<file path="src/rtl/cycle_sequencer.sv">
// M-cycle / T-cycle sequencer with start-up hold and sticky count error.
// Optional memory wait states enabled by defining CYCLE_SEQ_STALL_EN.
module cycle_sequencer #(
  parameter  int T_PER_M = 4,
  parameter  int M_MAX   = 6,
  localparam int TW      = $clog2(T_PER_M),
  localparam int MW      = $clog2(M_MAX + 1)
) (
  input  logic          clk,
  input  logic          rst,
  input  logic [MW-1:0] m_count_in,
  input  logic          m_extend,
  input  logic          stall,
  output logic [MW-1:0] m_cycle,
  output logic [TW-1:0] t_cycle,
  output logic          m1t1,
  output logic          t_last,
  output logic          m_last,
  output logic          fetch_rd,
  output logic          hold,
  output logic          instr_done,
  output logic          cnt_err
);

`ifdef CYCLE_SEQ_STALL_EN
  localparam bit STALL_EN = 1'b1;
`else
  localparam bit STALL_EN = 1'b0;
`endif

  typedef enum logic [1:0] {
    S_HOLD,
    S_RUN,
    S_WAIT
  } state_t;

  state_t        st_q, st_d;
  logic [TW-1:0] t_q, t_d;
  logic [MW-1:0] m_q, m_d;
  logic [MW-1:0] cnt_q, cnt_d;
  logic          err_q, err_d;
  logic          adv;
  logic          ld;
  logic          bad;
  logic          ext;

  assign m_cycle    = m_q;
  assign t_cycle    = t_q;
  assign m1t1       = (m_q == '0) && (t_q == '0);
  assign t_last     = t_q == TW'(T_PER_M - 1);
  assign m_last     = m_q == cnt_q - MW'(1);
  assign fetch_rd   = m_last && (t_q == TW'(T_PER_M - 2));
  assign hold       = st_q == S_HOLD;
  assign instr_done = t_last && m_last && (st_q == S_RUN);
  assign cnt_err    = err_q;

  // Stall is only sampled on T2 of a running M-cycle.
  always_comb begin
    st_d = st_q;
    adv  = 1'b1;
    unique case (st_q)
      S_HOLD: begin
        if (t_last) st_d = S_RUN;
      end
      S_RUN: begin
        if (STALL_EN && stall && t_q == TW'(1)) begin
          st_d = S_WAIT;
          adv  = 1'b0;
        end
      end
      S_WAIT: begin
        adv = !stall;
        if (!stall) st_d = S_RUN;
      end
      default: st_d = S_HOLD;
    endcase
  end

  always_comb begin
    t_d = t_q;
    m_d = m_q;
    if (adv) begin
      if (t_last) begin
        t_d = '0;
        m_d = m_last ? '0 : m_q + MW'(1);
      end else begin
        t_d = t_q + TW'(1);
      end
    end
  end

  assign ld  = m1t1 && (st_q == S_RUN);
  assign bad = (m_count_in == '0) || (m_count_in > MW'(M_MAX));
  assign ext = (st_q == S_RUN) && m_extend && m_last && !t_last && !ld;

  // A fresh load at M1T1 takes priority over a late extension request.
  always_comb begin
    cnt_d = cnt_q;
    err_d = err_q;
    if (st_q == S_HOLD) begin
      cnt_d = MW'(1);
    end else if (ld) begin
      cnt_d = bad ? MW'(1) : m_count_in;
      if (bad) err_d = 1'b1;
    end else if (ext) begin
      if (cnt_q == MW'(M_MAX)) err_d = 1'b1;
      else cnt_d = cnt_q + MW'(1);
    end
  end

  always_ff @(posedge clk) begin
    if (rst) begin
      st_q  <= S_HOLD;
      t_q   <= '0;
      m_q   <= '0;
      cnt_q <= MW'(1);
      err_q <= 1'b0;
    end else begin
      st_q  <= st_d;
      t_q   <= t_d;
      m_q   <= m_d;
      cnt_q <= cnt_d;
      err_q <= err_d;
    end
  end

endmodule

</file>
<file path="config.mk">
export PLATFORM = sky130hd
export DESIGN_NAME = cycle_sequencer
export DESIGN_NICKNAME = d
export VERILOG_FILES = /design/src/rtl/cycle_sequencer.sv
export SDC_FILE = /design/constraint.sdc
export NUM_CORES = 1
export LEC_CHECK = 0
export CAP_MARGIN = 5
export CORE_AREA = 2 2 49 51
export DETAILED_ROUTE_END_ITERATION = 12
export DIE_AREA = 0 0 51 53
export HOLD_SLACK_MARGIN = 0.05
export PLACE_DENSITY = 0.58
export SLEW_MARGIN = 10
export SYNTH_ARGS = -nofsm -noshare
export SYNTH_HDL_FRONTEND = slang
export SYNTH_SLANG_ARGS = --single-unit
</file>
<file path="constraint.sdc">
create_clock -name clk -period 2.1 [get_ports clk]
set_input_delay 0.42 -clock clk [delete_from_list [all_inputs] [get_ports clk]]
set_output_delay 0.42 -clock clk [all_outputs]
set_load 0.01 [all_outputs]
</file>
* Yosys cells after proc, flatten, opt, wreduce, memory -nomap -nowiden
Cells that the tools add are included.
** Word-level totals
- Bits of input ports :: 7
- Flip-flop bits (word level) :: 11
- Logic and storage cells :: 60
** Operators by class
- Multiplexer cells :: 14
- Eq/ne operators :: 10
- Bitwise gates (word level) :: 2
- Order comparisons :: 1
- $add $sub $neg :: 4
- Reductions and logical operators :: 24
** Operators by type and width (number)
- 3-bit 2-to-1 mux :: 5
- 1-bit logical AND :: 9
- 3-bit by 1-bit adder with 3-bit output (second input constant) :: 2
- 2-bit == test (second input constant) :: 3
- 3-bit logical NOT :: 2
- 2-bit 2-to-1 mux :: 3
- 2-bit inequality test (second input constant) :: 3
- 2-bit case mux with 3 select lines :: 1
- 1-bit 2-to-1 mux :: 5
- 2-bit logical NOT :: 2
- 2-bit AND reduction :: 2
- 4-bit AND reduction :: 1
- 2-bit nonzero test :: 2
- 3-bit == test :: 1
- 3-bit == test (second input constant) :: 1
- 3-bit > comparator (second input constant) :: 1
- 1-bit logical NOT :: 3
- 3-bit AND reduction :: 1
- 3-bit by 1-bit subtractor with 3-bit output (second input constant) :: 1
- 2-bit by 1-bit adder with 2-bit output (second input constant) :: 1
- 2-bit by 1-bit == test with 1-bit output (second input constant) :: 1
- 2-bit by 1-bit inequality test with 1-bit output (second input constant) :: 1
- 1-bit inverter :: 2
- 2-bit OR reduction :: 1
- 1-bit logical OR :: 1

* Logic depth before layout (Yosys ltp)
- Depth in word-level cells :: 7
- Depth in mapped cells :: 7
- Depth with buffers taken out :: 7

* Least setup slack after synthesis
Ideal clock, no wire load.
- Path type :: reg2out
- Start point :: register cnt_q[0]
- End point :: output port instr_done
- Arrival time :: 1.555 ns
- Setup slack :: 0.125 ns
- Data required time :: 1.680 ns
- Cell stages (with the launch flop) :: 6
- Cells stage by stage :: dfxtp_1 > inv_1 > ha_1 > xnor2_1 > nor3b_2 > and3_1
** Between the ends
- Cells in the longest elaborated chain, start to end :: 4
** RTL lines
- from (decl) :: line 40 : logic [MW-1:0] cnt_q, cnt_d;
- from (signal assigned) :: line 122 : cnt_q <= cnt_d;
- 3-bit by 1-bit subtractor with 3-bit output :: line 51 : assign m_last = m_q == cnt_q - MW'(1);
- 3-bit == test :: line 51
- via m_last :: line 18 : output logic m_last,
- 1-bit logical AND (2 in series) :: line 54 : assign instr_done = t_last && m_last && (st_q == S_RUN);
- to (decl) :: line 21 : output logic instr_done,
The timed path passes the listed nets, and every way through them passes these cells.

* Final worst setup path
- Start point :: register cnt_q[1]
- End point :: output port m_last
** Between the ends
- Cells in the longest elaborated chain, start to end :: 2
** RTL lines (line)
- 3-bit by 1-bit subtractor with 3-bit output :: 51
- 3-bit == test :: 51
- to (decl) :: 18
No other way between the ends.

==> flow_summary.json <==
{
  "run_status": "finished clean",
  "setup.worst_path.end_class": "output port",
  "numCtsBuffers": 3,
  "timing.final.setup_violations": 0,
  "tritoncts": "yes",
  "synth_seq_area_share_pct": 27.3,
  "power_dens_cells_mw_per_mm2": 422,
  "netlist_top_cells_area": "dfxtp_1, ha_1, inv_1",
  "first_pass_grt_wire_length_um": 2920,
  "final-max-slew-violation-count": 0,
  "synthCells": 87,
  "p_switching_uw": 133,
  "timing.critical_path.from": "cnt_q[1]",
  "power.sequential.fraction_pct": 43.1,
  "maxCapViolCount": 0,
  "synth_fp_nets": 102,
  "antenna_left": 0,
  "cts-root-buf": "clkbuf_4",
  "synth-seq-cells": 10,
  "yosys_most_used_dff": "dfxtp_1",
  "synthesis.area_um2": 733,
  "nets": 137,
  "maxSlewHeadroom_pct": 75.7,
  "finalWeightedCongestion": 0.823,
  "synth.distinct_cells": 36,
  "detailroute.via_count": 721,
  "arrival_ps": 1650,
  "drt-wirelength-per-cell_um": 12.3,
  "postLayoutCellArea_mm2": 0.00112,
  "timing.critical_path.buf_inv": 3,
  "antenna_found_initial": 0,
  "nFillCells": 213,
  "cpMaxStageDelayCell": "dfxtp_2",
  "clock_sink_count": 10,
  "area_fraction_of_the_dominant_cell_type_after_synthesis_pct": 27.3,
  "timing.clock.skew_ps": 6.60,
  "synth_warnings": 0,
  "critical_path_s_largest_stage_delay_ps": 330,
  "crit_fanout": 4,
  "routed_via_density": 4.87,
  "synthArstFlopShare_pct": 0,
  "synth.most_common_cell": "dfxtp_1",
  "buffer_ports.inserted": 17,
  "synth.largest_area_cell": "dfxtp_1",
  "post_route_cells_drive_above_1_share_pct": 30.0,
  "syn2layout_area_growth_pct": 52.2,
  "worstHoldPathType": "reg -> reg",
  "clkPwrFrac_pct": 27.8,
  "setup_tns_after_final_layout_ps": 0,
  "number_of_antenna_repair_diodes": 0,
  "setup.worst_path.class": "reg -> out",
  "maxClockFrequency_mhz": 483,
  "first_pass_iters": 4,
  "period_share_pct": 98.6,
  "top_level_ports": 19,
  "global_route.overflow_total": 0,
  "core-area_mm2": 0.00215,
  "post-route-min-period_ps": 2070,
  "rr_startpoint": "cnt_q[1]",
  "cts_max_level": 1,
  "sequential_cell_area_um2": 205,
  "grtUsageTotal_pct": 14.8,
  "placementRows": 17,
  "peak_supply_drop_mv": 0.259,
  "sw_frac_of_total_pct": 28.1,
  "worst_skew_pair.late_latency_ps": 260,
  "critical_path.top_delay_family": "buffers and inverters",
  "routed_wirelength_um": 1820,
  "power_leakage_uw": 0.000466,
  "worstHoldStart": "t_cycle[0]",
  "timing_hold_violations_final": 0,
  "power.internal_uw": 339,
  "ys_top_cells_by_count": "dfxtp_1, ha_1, inv_1, nor2_1, a21oi_1",
  "ctsHoldBuffers": 0,
  "grt_setup_unrepaired": "yes",
  "clock_tree.buffer_depth": 2,
  "die_area_mm2": 0.00270,
  "effective_utilization_at_floorplan_pct": 34.1,
  "drc_markers": 0,
  "p_comb_share_pct": 29.1,
  "pin_count_of_the_biggest_net_entering_global_routing": 9,
  "multiInputGateArea_um2": 538,
  "die_width_um": 51,
  "drt-initial-drc-count": 8,
  "postSynthAreaPerCell_um2": 8.43,
  "die_height_um": 53,
  "worstSetupStartpointType": "flip-flop",
  "path_clk_slew_ps": 70,
  "tightest_slew_ps": 355,
  "cp_data_required_time_ps": 1680,
  "crit_chain": "inv_2 -> ha_4 -> xnor2_4 -> nor3b_4 -> buf_4 -> dlygate4sd2_1",
  "dp.final_hpwl_um": 1360,
  "placement.cell_area_mm2": 0.00102,
  "synth_enable_flop_cells": 0,
  "grt_pass1_vias": 655
}
==> power groups by stage <==
| stage | logic, µW | registers, µW | clock network (µW) |
|---|---|---|---|
| floorplan | 55.6 | 209 | 0 |
| global placement | 116 | 207 | 0 |
| detailed placement | 117 | 208 | 0 |
| CTS | 130 | 203 | 140 |
| global route | 149 | 205 | 142 |
| finish | 137 | 203 | 131 |
==> final timing paths <==
path	to	slack, ps	cells past startpoint
setup / recovery	m_last	30	6
setup reg to reg	cnt_q[2]	130	8
hold / removal	t_cycle[0]	490	1
hold reg to reg	t_cycle[0]	490	1
==> routing by layer <==
| layer | vias to the layer above | GRT usage (%) | share of wire [%] |
|---|---|---|---|
| li1 | 373 | - | - |
| met1 | 334 | 19.3 | 47 |
| met2 | 12 | 23.6 | 49 |
| met3 | 2 | 1.69 | 2.8 |
| met4 | 0 | 8.11 | 0.55 |
| met5 | - | 0 | 0 |
==> cells by family (layout without fill, tap and decap cells) <==
kind of cell / count (synthesis) / after routing / share of synthesized area [%]
and+or+nand+nor: 36 / 36 / 29.0
AOI/OAI and AO/OA: 15 / 15 / 12.5
buffers and inverters: 11 / 44 / 5.80
DFF: 10 / 10 / 27.3
adders and majority gates: 8 / 8 / 13.7
xor gates and xnor gates: 5 / 5 / 8.87
muxes: 2 / 2 / 2.90
==> placed cells by master, fill, tap and decap left out, drive strengths merged, types with 4 or more instances in the layout <==
cell,synthesis,layout
buf,1,18
clkdlybuf4s50,0,14
dfxtp,10,10
ha,8,8
inv,8,8
nor2,6,6
a21oi,5,5
nor3,4,4
==> area by class of cell <==
type / count / share of cell area (%)
timing repair buffer: 33 / 25.6
clock buffer: 3 / 2.02
inverter: 8 / 2.69
multi-input combinational: 66 / 48.2
tap: 28 / 3.14
sequential: 10 / 18.4
==> stage by stage <==
| stage | setup slack [ps] | total power [µW] | util [%] | hold WS [ps] | std cells |
|---|---|---|---|---|---|
| global placement | -128 | 323 | 47.3 | 475 | 141 |
| CTS | 10.1 | 473 | 50.7 | 496 | 147 |
| detailed placement | -128 | 325 | 47.3 | 484 | 141 |
| finish | 29.6 | 471 | 52.0 | 487 | 148 |
| floorplan | 125 | 265 | - | 498 | 87 |
| global route | -60.8 | 495 | 52.0 | 531 | 148 |
==> flip-flops by register name, summed over array words and instances, names as in the netlist <==
name     count
t_cycle      2
st_q         1
cnt_q        3
cnt_err      1
m_cycle      3
==> what timing repair did <==
action                     in CTS  in global routing
buffers inserted                4                  1
resized for setup              20                  3
setup endpoints to repair       4                  3
pin swaps                       3                  0
Power figures use the tool's default switching activity.
